===== config.mk =====
export PLATFORM = sky130hd
export DESIGN_NAME = sextium_io_fifo_port_flat
export DESIGN_NICKNAME = d
export VERILOG_FILES = /design/src/rtl/sextium_io_fifo_port_if.sv /design/src/rtl/sextium_io_fifo_port.sv /design/src/flat_wrapper.sv
export SDC_FILE = /design/constraint.sdc
export NUM_CORES = 1
export LEC_CHECK = 0
export BUFFER_PORTS_ARGS = -buffer_cell sky130_fd_sc_hd__buf_2
export CAP_MARGIN = 10
export CORE_UTILIZATION = 54
export CTS_CLUSTER_SIZE = 24
export DETAILED_ROUTE_END_ITERATION = 10
export GPL_ROUTABILITY_DRIVEN = 0
export PLACE_DENSITY = 0.75
export SYNTH_ARGS = -nofsm -noshare
export SYNTH_HDL_FRONTEND = slang
export SYNTH_SLANG_ARGS = --single-unit

===== constraint.sdc =====
create_clock -name i_clk -period 3.5 [get_ports i_clk]
set_clock_uncertainty 0.2 [all_clocks]
set_input_delay 0.175 -clock i_clk [delete_from_list [all_inputs] [get_ports i_clk]]
set_output_delay 0.175 -clock i_clk [all_outputs]
set_load 0.1 [all_outputs]

===== src/rtl/sextium_io_fifo_port_if.sv =====
// Core IO handshake plus external RX/TX stream signals for sextium_io_fifo_port.
// slave = port block side, master = core/stream driver side.
interface sextium_io_fifo_port_if #(
  parameter int WIDTH = 16,
  parameter int DEPTH = 8
) ();
  localparam int CW = $clog2(DEPTH) + 1;

  logic             io_read;
  logic             io_write;
  logic [WIDTH-1:0] io_bus_out;
  logic [WIDTH-1:0] io_bus_in;
  logic             ioack;
  logic [WIDTH-1:0] rx_data;
  logic             rx_valid;
  logic             rx_ready;
  logic [WIDTH-1:0] tx_data;
  logic             tx_valid;
  logic             tx_ready;
  logic [CW-1:0]    rx_count;
  logic [CW-1:0]    tx_count;

  modport slave (
    input  io_read, io_write, io_bus_out, rx_data, rx_valid, tx_ready,
    output io_bus_in, ioack, rx_ready, tx_data, tx_valid, rx_count, tx_count
  );

  modport master (
    output io_read, io_write, io_bus_out, rx_data, rx_valid, tx_ready,
    input  io_bus_in, ioack, rx_ready, tx_data, tx_valid, rx_count, tx_count
  );
endinterface


===== src/rtl/sextium_io_fifo_port.sv =====
// Core IO port with RX/TX FIFOs, programmable ack latency and back-pressure.
// SEXTIUM_IO_LOOPBACK_EN: core writes go into RX, external RX and TX are disabled.
//
// state  | meaning
// -------+---------------------------------------------------------
// IDLE   | no request in progress; delay counter preloaded
// RWAIT  | read request: count down delay, wait for RX data
// WWAIT  | write request: count down delay, wait for destination room
// ACK    | ioack high for one cycle
// HOLD   | wait for the core to drop its request
module sextium_io_fifo_port #(
  parameter int WIDTH     = 16,
  parameter int DEPTH     = 8,
  parameter int ACK_DELAY = 1
) (
  input  logic                   i_clk,
  input  logic                   i_rst_n,
  sextium_io_fifo_port_if.slave  bus
);
  localparam int AW = $clog2(DEPTH);
  localparam int CW = AW + 1;
  localparam logic [CW-1:0] FULL = CW'(DEPTH);

  typedef enum logic [2:0] {S_IDLE, S_RWAIT, S_WWAIT, S_ACK, S_HOLD} state_t;

  state_t           r_state, w_next;
  logic [3:0]       r_dly;
  logic [WIDTH-1:0] r_bus_in;

  logic [WIDTH-1:0] r_rx_mem [DEPTH];
  logic [AW-1:0]    r_rx_wr, r_rx_rd;
  logic [CW-1:0]    r_rx_count;
  logic             w_rx_push, w_rx_pop;
  logic [WIDTH-1:0] w_rx_wdata;

  logic             w_core_push;
  logic             w_dst_ok;

`ifdef SEXTIUM_IO_LOOPBACK_EN
  assign w_dst_ok     = (r_rx_count != FULL);
  assign w_rx_push    = w_core_push;
  assign w_rx_wdata   = bus.io_bus_out;
  assign bus.rx_ready = 1'b0;
  assign bus.tx_data  = '0;
  assign bus.tx_valid = 1'b0;
  assign bus.tx_count = '0;
`else
  logic [WIDTH-1:0] r_tx_mem [DEPTH];
  logic [AW-1:0]    r_tx_wr, r_tx_rd;
  logic [CW-1:0]    r_tx_count;
  logic             w_tx_pop;

  assign w_dst_ok     = (r_tx_count != FULL);
  assign bus.rx_ready = (r_rx_count != FULL);
  assign w_rx_push    = bus.rx_valid && bus.rx_ready;
  assign w_rx_wdata   = bus.rx_data;
  assign bus.tx_valid = (r_tx_count != '0);
  assign bus.tx_data  = r_tx_mem[r_tx_rd];
  assign bus.tx_count = r_tx_count;
  assign w_tx_pop     = bus.tx_valid && bus.tx_ready;

  always_ff @(posedge i_clk) begin
    if (w_core_push) r_tx_mem[r_tx_wr] <= bus.io_bus_out;
  end

  always_ff @(posedge i_clk or negedge i_rst_n) begin
    if (!i_rst_n) begin
      r_tx_wr    <= '0;
      r_tx_rd    <= '0;
      r_tx_count <= '0;
    end else begin
      if (w_core_push) r_tx_wr <= r_tx_wr + 1'b1;
      if (w_tx_pop)    r_tx_rd <= r_tx_rd + 1'b1;
      case ({w_core_push, w_tx_pop})
        2'b10:   r_tx_count <= r_tx_count + 1'b1;
        2'b01:   r_tx_count <= r_tx_count - 1'b1;
        default: r_tx_count <= r_tx_count;
      endcase
    end
  end
`endif

  always_ff @(posedge i_clk) begin
    if (w_rx_push) r_rx_mem[r_rx_wr] <= w_rx_wdata;
  end

  always_ff @(posedge i_clk or negedge i_rst_n) begin
    if (!i_rst_n) begin
      r_rx_wr    <= '0;
      r_rx_rd    <= '0;
      r_rx_count <= '0;
    end else begin
      if (w_rx_push) r_rx_wr <= r_rx_wr + 1'b1;
      if (w_rx_pop)  r_rx_rd <= r_rx_rd + 1'b1;
      case ({w_rx_push, w_rx_pop})
        2'b10:   r_rx_count <= r_rx_count + 1'b1;
        2'b01:   r_rx_count <= r_rx_count - 1'b1;
        default: r_rx_count <= r_rx_count;
      endcase
    end
  end

  // Full/empty decisions use registered counts, so a same-cycle pop never frees room for a push.
  always_comb begin
    w_next      = r_state;
    w_rx_pop    = 1'b0;
    w_core_push = 1'b0;
    case (r_state)
      S_IDLE: begin
        if (bus.io_read)       w_next = S_RWAIT;
        else if (bus.io_write) w_next = S_WWAIT;
      end
      S_RWAIT: begin
        if (!bus.io_read) w_next = S_IDLE;
        else if (r_dly == '0 && r_rx_count != '0) begin
          w_rx_pop = 1'b1;
          w_next   = S_ACK;
        end
      end
      S_WWAIT: begin
        if (!bus.io_write) w_next = S_IDLE;
        else if (r_dly == '0 && w_dst_ok) begin
          w_core_push = 1'b1;
          w_next      = S_ACK;
        end
      end
      S_ACK:   w_next = S_HOLD;
      S_HOLD:  if (!(bus.io_read || bus.io_write)) w_next = S_IDLE;
      default: w_next = S_IDLE;
    endcase
  end

  always_ff @(posedge i_clk or negedge i_rst_n) begin
    if (!i_rst_n) begin
      r_state  <= S_IDLE;
      r_dly    <= '0;
      r_bus_in <= '0;
    end else begin
      r_state <= w_next;
      if (r_state == S_IDLE)   r_dly <= 4'(ACK_DELAY);
      else if (r_dly != '0)    r_dly <= r_dly - 1'b1;
      if (w_rx_pop) r_bus_in <= r_rx_mem[r_rx_rd];
    end
  end

  assign bus.ioack     = (r_state == S_ACK);
  assign bus.io_bus_in = r_bus_in;
  assign bus.rx_count  = r_rx_count;
endmodule


===== src/flat_wrapper.sv =====
// flat-port wrapper written by rule: the top's interface ports become plain ports
module sextium_io_fifo_port_flat 
#(
  parameter int WIDTH     = 16,
  parameter int DEPTH     = 8,
  parameter int ACK_DELAY = 1
)
  (i_clk, i_rst_n, bus_io_read, bus_io_write, bus_io_bus_out, bus_rx_data, bus_rx_valid, bus_tx_ready, bus_io_bus_in, bus_ioack, bus_rx_ready, bus_tx_data, bus_tx_valid, bus_rx_count, bus_tx_count);
  sextium_io_fifo_port_if #(.WIDTH(WIDTH), .DEPTH(DEPTH)) bus_i ();
  input  logic i_clk;
  input  logic i_rst_n;
  input wire logic [$bits(bus_i.io_read)-1:0] bus_io_read;
  input wire logic [$bits(bus_i.io_write)-1:0] bus_io_write;
  input wire logic [$bits(bus_i.io_bus_out)-1:0] bus_io_bus_out;
  input wire logic [$bits(bus_i.rx_data)-1:0] bus_rx_data;
  input wire logic [$bits(bus_i.rx_valid)-1:0] bus_rx_valid;
  input wire logic [$bits(bus_i.tx_ready)-1:0] bus_tx_ready;
  output wire logic [$bits(bus_i.io_bus_in)-1:0] bus_io_bus_in;
  output wire logic [$bits(bus_i.ioack)-1:0] bus_ioack;
  output wire logic [$bits(bus_i.rx_ready)-1:0] bus_rx_ready;
  output wire logic [$bits(bus_i.tx_data)-1:0] bus_tx_data;
  output wire logic [$bits(bus_i.tx_valid)-1:0] bus_tx_valid;
  output wire logic [$bits(bus_i.rx_count)-1:0] bus_rx_count;
  output wire logic [$bits(bus_i.tx_count)-1:0] bus_tx_count;
  assign bus_i.io_read = bus_io_read;
  assign bus_i.io_write = bus_io_write;
  assign bus_i.io_bus_out = bus_io_bus_out;
  assign bus_i.rx_data = bus_rx_data;
  assign bus_i.rx_valid = bus_rx_valid;
  assign bus_i.tx_ready = bus_tx_ready;
  assign bus_io_bus_in = bus_i.io_bus_in;
  assign bus_ioack = bus_i.ioack;
  assign bus_rx_ready = bus_i.rx_ready;
  assign bus_tx_data = bus_i.tx_data;
  assign bus_tx_valid = bus_i.tx_valid;
  assign bus_rx_count = bus_i.rx_count;
  assign bus_tx_count = bus_i.tx_count;
  sextium_io_fifo_port #(.WIDTH(WIDTH), .DEPTH(DEPTH), .ACK_DELAY(ACK_DELAY)) u_core (.i_clk(i_clk), .i_rst_n(i_rst_n), .bus(bus_i));
endmodule

==> results of run 1 <==
[cell usage after synthesis, drive strengths merged, types with 2 or more instances]
master  count  area, um2
nor3b       3       22.5
nor2b       2       12.5
or3b        2       17.5
nand4b      2       17.5
inv        10       37.5
nand2      36        135
edfxtp    256       7690
a21oi       5       25.0
nand2b      8       50.1
mux2       20        225
nor4        3       18.8
mux4       64       1440
mux2i      17        170
dfrtp      43       1080
ha         12        150
nand3       3       15.0
or3         2       12.5
o21ai      20        100
xnor2      12        105
nor3       13       65.1
clkbuf     15       57.6
nor2       14       52.6
xor2        5       51.3
buf        11       68.8
[registers in the layout (all words and copies together) (netlist names), 4 cells and up]
| name | count |
|---|---|
| u_core.bus.tx_count | 4 |
| u_core.r_rx_mem | 128 |
| u_core.bus.rx_count | 4 |
| u_core.bus.io_bus_in | 16 |
| u_core.r_tx_mem | 128 |
| u_core.r_dly | 4 |
[kinds of logic (layout without fill, tap and decap cells)]
kind of cell | after synthesis | count (layout)
simple gates | 92 | 92
flops | 299 | 299
buf+inv | 37 | 207
compound gates | 30 | 30
mux | 101 | 101
fa+ha+maj | 13 | 13
xor+xnor | 17 | 17
[cell type report]
class / instances / area [um2] / area share, %
sequential: 299 / 8770 / 63.1
multi-input combinational: 253 / 2840 / 20.4
timing repair buffer: 140 / 968 / 6.97
clock buffer: 41 / 813 / 5.85
tap: 275 / 344 / 2.48
clock inverter: 15 / 119 / 0.855
inverter: 11 / 42.5 / 0.306
[power by group through the flow]
stage	clock, W	combinational [W]	sequential (W)
global placement	0	0.00480	0.00484
global route	0.00320	0.00516	0.00488
finish	0.00302	0.00490	0.00481
CTS	0.00307	0.00495	0.00482
floorplan	0	0.00318	0.00568
detailed placement	0	0.00490	0.00489
[metal layers]
metal | up-vias | routed length, um | part of all wire (%) | GRT usage [%]
li1 | 2644 | - | - | -
met1 | 3014 | 9010 | 41 | 26.7
met2 | 156 | 11700 | 53 | 37.0
met3 | 34 | 1070 | 4.8 | 3.03
met4 | 0 | 401 | 1.8 | 4.64
met5 | - | 0 | 0 | 0
[worst paths after layout]
| kind | slack [ps] | end | startpoint | cells past startpoint |
|---|---|---|---|---|
| setup / recovery | 230 | u_core.bus.rx_count[3] | u_core.r_dly[0] | 10 |
| hold / removal | 20 | u_core.r_rx_wr[1] | i_rst_n | 2 |
| setup reg to reg | 230 | u_core.bus.rx_count[3] | u_core.r_dly[0] | 10 |
| hold reg to reg | 290 | u_core.bus.io_bus_in[6] | u_core.bus.io_bus_in[6] | 2 |
| max in group asynchronous | 2310 | u_core.r_tx_rd[0] | i_rst_n | 3 |
| min in group i_clk | 240 | u_core.r_rx_mem[1][10] | bus_rx_data[10] | 2 |
[critical path: stages, from the launching register on]
cell	delay, ps
dfrtp_1	410
inv_1	90
ha_1	140
or3b_1	470
or4_1	490
clkinv_2	90
ha_1	290
ha_1	280
a21oi_1	230
o21ai_0	130
o311ai_0	320
[metrics by stage]
stage / setup WS [ps] / instance area, um2
2_1_floorplan: 23.8 / 11800
3_3_place_gp: 387 / 12600
3_5_place_dp: 256 / 12600
4_1_cts: 247 / 13900
5_1_grt: 35.8 / 13900
6_report: 232 / 13900
==> results by group, run 1 <==
Run status
  – Status: complete, no violations

Setup path
  – Crit Path Max Fanout: 8
  – WS Path Type: reg2reg
  – Critical path startpoint category: register
  – Worst EP arrival: 3490 ps
  – CP required: 3720 ps
  – Crit end category: register

Floorplan
  – IO Pins: 81
  – # rows: 53
  – Starting Density: 55.4%
  – Die area: 22,300 um2
  – Die X: 149 um
  – Die height: 149 um
  – Core ar.: 21,200 um2

Yosys
  – Compound-Gate Fraction of Synth Area: 1.45%
  – Syn Std Cell Area: 11,700 um2
  – Number of synthesized flops with an enable pin: 256
  – Dominant synthesized flop cell: edfxtp_1
  – Mapped Avg Cell Area: 19.9 um2
  – Syn_nets: 640
  – Synth Instances: 589
  – Distinct cells, synth: 41
  – Main combinational cell family by area after synthesis: multiplexers
  – Synth Area in Simple Gates: 3.90%
  – Post-synthesis mux area share: 15.7%
  – Yosys warning total: 0
  – Post-Synth XOR/XNOR Area: 1.33%
  – Sequential area share after synthesis: 74.8%
  – Synth Area in Adders: 1.45%
  – FF+latch count, synth: 299
  – Asr flop ratio synth: 14.4%

Layout
  – Layout cells sized above 1: 32.1%
  – Area grow syn2layout: 18.5%
  – Antenna fix cells: 0
  – Post-Layout Cell Count: 1,034
  – Most frequent cells in the layout: edfxtp_1 (256), buf_2 (80), mux4_2 (64)
  – Nets: 786
  – Fillers: 1,368
  – Final core utilization: 65.7%
  – Commonest non-fill, non-tap cell in the layout: edfxtp_1

Drt
  – DRT iter0 DRCs: 349
  – Via/cell ratio: 5.66
  – DRC viols: 0
  – Drt total wl: 22,200 um
  – DR pass1 iterations: 5
  – Routed Antenna Nets: 0
  – Detailed-route wire length per cell: 21.4 um
  – DR vias: 5,848

Timing
  – Relative slew slack: 37.5%
  – Final setup vio count: 0
  – Final Cycle Share: 93.4%
  – Final TNS setup: 0 ps
  – Worst Max-Slew Pin Slew: 937 ps
  – Final hold viol count: 0
  – Fmax: 306 MHz
  – Fin Hold WS: 18.3 ps
  – Tmin final: 3270 ps
  – Final Max Tran Viols: 0
  – RSZ-0062 raised after global routing: false

Global route
  – GRT Residual Overflow: 0
  – Pin count of the biggest net entering global routing: 35
  – Vias in the first global route: 6,171
  – Initial antenna violation count: 0
  – Global-route wire length before repair: 34,100 um
  – Gr usage total: 20.6%

Placed design
  – Post-DP HPWL: 12,600 um
  – Cell count after placement: 941
  – PortBufs: 80

Clock tree
  – Post-CTS resize count: 0
  – CTS Hold Bufs: 37
  – Clock Latency Late Sink: 540 ps
  – Clock buffer depth: 3
  – CTS tree: yes
  – TritonCTS Buffers: 30
  – Post-CTS Setup Inserts: 0
  – CTS clk-pin slew, worst paths: 60 ps
  – Total number of clock tree sinks: 299
  – Root buffer cell: clkbuf_16
  – H-tree depth: 1

Power and ir drop
  – VDD IR max: 0.574 mV
  – NetSw: 0.00511 W
  – Leakage power: 4.87 nW
  – Clock power share: 23.7%
  – Pwr dens: 917 nW/um2
  – Combinational power share: 38.5%
  – Net Sw Frac: 40.1%
  – Pwr Total: 0.0127 W
  – Sequential share of power: 37.8%
  – Int Pwr: 0.00763 W

Job
  – Max-cap violations: 0

Min path
  – Hold WC Path Type: in2async
Power figures use the tool's default switching activity.
==> run 2: changes to the inputs <==
Settings changed: PLACE_DENSITY 0.75 to 0.83.
==> run 2 against run 1 <==
  * Final area about the same
  * First-iteration DRC count grew 17%
  * Setup slack improved by 21 ps
  * Die area stayed put
  * Via count is 0.51% higher
  * Sequential cell count did not move
  * Critical path type unchanged
==> results by group, run 2 (synthesis results as in run 1) <==
Run status
  – Status: complete, no violations

Clock tree
  – Clock buffer depth: 3 (unchanged)
  – Root buffer cell: clkbuf_16
  – Clock Latency Late Sink: 530 ps (about the same)
  – Total number of clock tree sinks: 299 (unchanged)
  – Post-CTS Setup Inserts: 0 (unchanged)
  – H-tree depth: 1 (unchanged)
  – CTS tree: yes
  – TritonCTS Buffers: 29 (-3.3%)
  – CTS clk-pin slew, worst paths: 60 ps (about the same)

Min path
  – Hold WC Path Type: in2async

Setup path
  – Crit end category: register
  – CP required: 3710 ps (about the same)
  – Worst reg2reg path depth: 10 (unchanged)
  – Crit Path Max Fanout: 8 (unchanged)
  – Critical path startpoint category: register
  – Setup crit start: u_core.r_dly[0]
  – WS Path Type: reg2reg
  – R2R Setup Slk: 250 ps (+20 ps)
  – End of the critical path: u_core.bus.rx_count[3]
  – Reg2reg end: u_core.bus.rx_count[3]
  – Reg2reg start: u_core.r_dly[0]
  – Worst EP arrival: 3460 ps (-30 ps)

Layout
  – Nets: 785 (-0.13%)
  – Most frequent cells in the layout: edfxtp_1 (256), buf_2 (80), mux4_2 (64)
  – Area grow syn2layout: 18.6% (about the same)
  – Antenna fix cells: 0 (unchanged)
  – Final core utilization: 65.7% (about the same)
  – Layout cells sized above 1: 32.7% (+0.52 points)
  – Commonest non-fill, non-tap cell in the layout: edfxtp_1

Drt
  – DR vias: 5,878 (+0.51%)
  – Drt total wl: 21,700 um (-2.1%)
  – DRT iter0 DRCs: 408 (+17%)
  – DR pass1 iterations: 5 (unchanged)
  – DRC viols: 0 (unchanged)
  – Via/cell ratio: 5.70 (+0.81%)
  – Detailed-route wire length per cell: 21.1 um (-1.8%)
  – Routed Antenna Nets: 0 (unchanged)

Power and ir drop
  – Net Sw Frac: 39.8% (-0.27 points)
  – Pwr dens: 917 nW/um2 (about the same)
  – NetSw: 0.00508 W (-0.53%)
  – VDD IR max: 0.710 mV (+24%)
  – Combinational power share: 38.2% (-0.3 points)
  – Int Pwr: 0.00767 W (+0.58%)
  – Sequential share of power: 37.9% (about the same)
  – Clock power share: 23.8% (about the same)
  – Leakage power: 4.87 nW (-0.15%)

Global route
  – GRT Residual Overflow: 0 (unchanged)
  – Vias in the first global route: 6,194 (+0.37%)
  – Global-route wire length before repair: 33,200 um (-2.8%)
  – Pin count of the biggest net entering global routing: 44 (+26%)
  – Initial antenna violation count: 0 (unchanged)
  – Gr usage total: 20.0% (-0.62 points)

Timing
  – Final setup vio count: 0 (unchanged)
  – Relative slew slack: 26.1% (-11 points)
  – Worst Max-Slew Pin Slew: 1110 ps (+171 ps)
  – Fin Hold WS: 205 ps (+187 ps)
  – Final Cycle Share: 92.8% (-0.61 points)
  – Final Max Tran Viols: 0 (unchanged)
  – RSZ-0062 raised after global routing: false
  – Fmax: 308 MHz (+0.66%)
  – Final hold viol count: 0 (unchanged)
  – Tmin final: 3250 ps (-21.4 ps)
  – Slack of the critical path: 253 ps (+21.4 ps)
  – Final TNS setup: 0 ps (unchanged)

Placed design
  – Post-DP HPWL: 12,800 um (+1.7%)
  – Dpl ws: 228 ps (-28.5 ps)
  – PortBufs: 80 (unchanged)

Floorplan
  – Die height: 149 um (unchanged)
  – Core ar.: 21,200 um2 (unchanged)
  – Die X: 149 um (unchanged)
  – Starting Density: 55.4% (unchanged)
  – IO Pins: 81 (unchanged)
  – Die area: 22,300 um2 (unchanged)
  – # rows: 53 (unchanged)

Job
  – Max-cap violations: 0 (unchanged)
## run 2: cell types whose count changed in the layout (fill, tap and decap cells not counted), sizes merged
cell and change:
inv +1, clkinv -4, bufinv +1, clkbuf -4, clkinvlp +3
## run 2: worst min path at each step
| stage | cells after the start | slack [ps] | end |
|---|---|---|---|
| floorplan | 0 | -320 | u_core.bus.io_bus_in[0] |
| global placement | 1 | 230 | u_core.bus.io_bus_in[13] |
| detailed placement | 1 | 240 | u_core.r_tx_mem[3][6] |
| CTS | 2 | 230 | u_core.r_tx_mem[6][7] |
| global route | 2 | 250 | u_core.r_tx_mem[6][7] |
| finish | 2 | 210 | u_core.bus.tx_count[0] |
## run 2: per-layer routing
layer	up-vias	track usage, %	wire length, um	part of all wire, %
li1	2633	-	-	-
met1	3029	24.8	8650	40
met2	173	36.3	11400	53
met3	43	2.94	1120	5.1
met4	0	6.17	515	2.4
met5	-	0	0	0
## run 2: area by class of cell
class	instances	area, um2
Clock buffer	37	786
Clock inverter	16	158
Fill cell	1350	7250
Inverter	11	42.5
Multi-Input combinational cell	253	2840
Sequential cell	299	8770
Tap cell	275	344
Timing Repair Buffer	140	968
## run 2: through the flow
stage | area (um2) | total power [W] | instances
4_1_cts | 13900 | 0.0129 | 1031
3_5_place_dp | 12600 | 0.00978 | 941
5_1_grt | 13900 | 0.0133 | 1031
3_3_place_gp | 12600 | 0.00963 | 941
6_report | 13900 | 0.0128 | 1031
2_1_floorplan | 11800 | 0.00886 | 589
## run 2: what timing repair did
item / in CTS / in global routing
resized for setup: 0 / 1
hold endpoints to repair: 309 / 0
endpoints found under the setup margin: 0 / 1
hold buffers: 37 / 0
## run 2: power groups by stage
stage / logic, W / registers (W) / clock network (W)
2_1_floorplan: 0.00318 / 0.00568 / 0
3_3_place_gp: 0.00476 / 0.00487 / 0
3_5_place_dp: 0.00486 / 0.00492 / 0
4_1_cts: 0.00492 / 0.00485 / 0.00310
5_1_grt: 0.00512 / 0.00492 / 0.00321
6_report: 0.00488 / 0.00484 / 0.00304
## run 2: worst max-delay path, cell delays in order, from the launching register on
cell      delay, ps
dfrtp_1         410
inv_1           100
ha_1            140
or3b_1          470
or4_1           490
clkinv_2         90
ha_2            260
ha_1            250
a21oi_1         260
o21ai_0         150
o311ai_0        310
==> run 3: changes to the inputs <==
Settings changed: BUFFER_PORTS_ARGS -buffer_cell sky130_fd_sc_hd__buf_2 to unset, CORE_UTILIZATION 54 to 55, DONT_BUFFER_PORTS set to 1, PLACE_DENSITY 0.83 to 0.81.
==> run 3 against run 2 <==
  * Cell count shrank 6.7%
  * Power decreased by 1.8%
  * Non-clock buffer count fell by 65
  * Via count decreased by 2.2%
  * Fmax up 1.2%
  * Die area decreased by 1.8%
  * Critical endpoint unchanged
  * Final area down 2.0%
==> results by group, run 3 (synthesis results as in run 1) <==
Power and ir drop
  – Pwr dens: 920 nW/um2 (+0.26%)
  – VDD IR max: 0.673 mV (-5.3%)
  – Leakage power: 4.63 nW (-4.8%)

Layout
  – Nets: 719 (-8.4%)
  – Commonest non-fill, non-tap cell in the layout: edfxtp_1
  – Post-route cell area: 13,600 um2 (-2.0%)
  – Final core utilization: 65.0% (-0.71 points)
  – Storage cell area: 8770 um2 (unchanged)
  – Layout cells sized above 1: 26.8% (-5.9 points)
  – Multi-input gate area: 2850 um2 (+0.26%)
  – Antenna fix cells: 0 (unchanged)
  – Most frequent cells in the layout: edfxtp_1 (256), mux4_2 (64), dfrtp_1 (40)
  – Area grow syn2layout: 16.3%
  – Fillers: 1,386 (+2.7%)

Drt
  – Detailed-route wire length per cell: 23.2 um (+10%)
  – Via/cell ratio: 5.98 (+4.9%)
  – Drt total wl: 22,400 um (+3.0%)
  – DR pass1 iterations: 5 (unchanged)
  – Routed Antenna Nets: 0 (unchanged)
  – DR vias: 5,751 (-2.2%)
  – DRT iter0 DRCs: 428 (+4.9%)
  – DRC viols: 0 (unchanged)

Clock tree
  – Clock Latency Late Sink: 530 ps (about the same)
  – Clock buffer depth: 3 (unchanged)
  – TritonCTS Buffers: 28 (-3.4%)
  – CTS tree: yes
  – Root buffer cell: clkbuf_16
  – CTS clk-pin slew, worst paths: 60 ps (about the same)
  – H-tree depth: 1 (unchanged)
  – Total number of clock tree sinks: 299 (unchanged)

Timing
  – Relative slew slack: 35.8% (+9.7 points)
  – Final TNS setup: 0 ps (unchanged)
  – Fmax: 312 MHz (+1.2%)
  – Slack of the critical path: 293 ps (+39.4 ps)
  – RSZ-0062 raised after global routing: false
  – Final setup vio count: 0 (unchanged)
  – Final hold viol count: 0 (unchanged)
  – Fin Hold WS: 65.5 ps (-140 ps)
  – Final Max Tran Viols: 0 (unchanged)
  – Worst Max-Slew Pin Slew: 962 ps (-145 ps)
  – Tmin final: 3210 ps (-39.4 ps)
  – Final Cycle Share: 91.6% (-1.1 points)

Run status
  – Status: complete, no violations

Setup path
  – R2R Setup Slk: 290 ps (+40 ps)
  – WS Path Type: reg2reg
  – Worst EP arrival: 3400 ps (-60 ps)
  – CP required: 3700 ps (about the same)
  – Critical path startpoint category: register
  – Crit Path Max Fanout: 8 (unchanged)
  – Setup crit start: u_core.r_dly[0]
  – Crit end category: register
  – Reg2reg start: u_core.r_dly[0]

Global route
  – Vias in the first global route: 6,291 (+1.6%)
  – Gr usage total: 21.4% (+1.3 points)
  – Pin count of the biggest net entering global routing: 35 (-20%)
  – Global-route wire length before repair: 35,200 um (+6.2%)
  – Initial antenna violation count: 0 (unchanged)
  – GRT Residual Overflow: 0 (unchanged)

Placed design
  – Post-DP HPWL: 13,500 um (+5.7%)
  – Dpl ws: 163 ps (-64.3 ps)
  – PortBufs: 0 (-100%)
  – Placed Area: 12,300 um2 (-2.3%)

Floorplan
  – Die height: 148 um (-0.90%)
  – Starting Density: 55.9% (+0.53 points)
  – # rows: 53 (unchanged)
  – Die area: 21,900 um2 (-1.8%)
  – Die X: 148 um (-0.90%)
  – IO Pins: 81 (unchanged)
  – Core ar.: 21,000 um2 (-0.94%)

Job
  – Max-cap violations: 0 (unchanged)

Min path
  – Hold wc startpoint: bus_rx_valid
  – Hold WC Path Type: in2reg
## run 3: path summary, 6_finish.rpt
| kind | to | cells past startpoint |
|---|---|---|
| setup reg to reg | u_core.bus.rx_count[3] | 10 |
| hold / removal | u_core.r_rx_mem[7][15] | 3 |
| hold reg to reg | u_core.r_tx_wr[0] | 2 |
| min in group asynchronous | u_core.bus.io_bus_in[8] | 3 |
| max in group asynchronous | u_core.r_rx_wr[1] | 4 |
| setup / recovery | u_core.bus.rx_count[3] | 10 |
## run 3: area by class of cell
class	count	area share, %
Clock inverter	17	1.05
Timing Repair Buffer	75	5.40
Multi-Input combinational cell	253	20.9
Clock buffer	32	5.48
Sequential cell	299	64.3
Tap cell	275	2.52
Inverter	11	0.312
## run 3: repair_timing
| action | CTS | global route |
|---|---|---|
| resized for setup | 0 | 2 |
| hold buffers | 41 | 0 |
| hold endpoints to repair | 312 | 0 |
| buffers inserted | 0 | 0 |
| setup endpoints to repair | 0 | 1 |
## run 3: metal layers
layer / share of wire (%) / GRT usage, % / vias up
met1: 38 / 25.8 / 3024
met3: 5.9 / 3.70 / 37
met5: 0 / 0 / -
li1: - / - / 2499
met4: 2.0 / 5.82 / 0
met2: 54 / 39.4 / 191
## run 3: metrics by stage
| stage | power [W] | std cells |
|---|---|---|
| after global routing | 0.0130 | 962 |
| after floorplan | 0.00886 | 589 |
| after detailed placement | 0.00963 | 872 |
| after global placement | 0.00946 | 872 |
| final | 0.0125 | 962 |
| after CTS | 0.0126 | 962 |
## run 3: where the power goes
group          switching (W)  internal [W]
clock                0.00124       0.00167
combinational        0.00267       0.00142
sequential           0.00120       0.00434
total                0.00510       0.00743
## run 3: critical path: stages (launching register included)
cell      delay, ps
dfrtp_1         420
inv_1           100
ha_1            140
or3b_4          420
or4_1           470
clkinv_2        100
ha_2            250
ha_1            250
a21oi_1         230
o21ai_0         160
o311ai_0        350
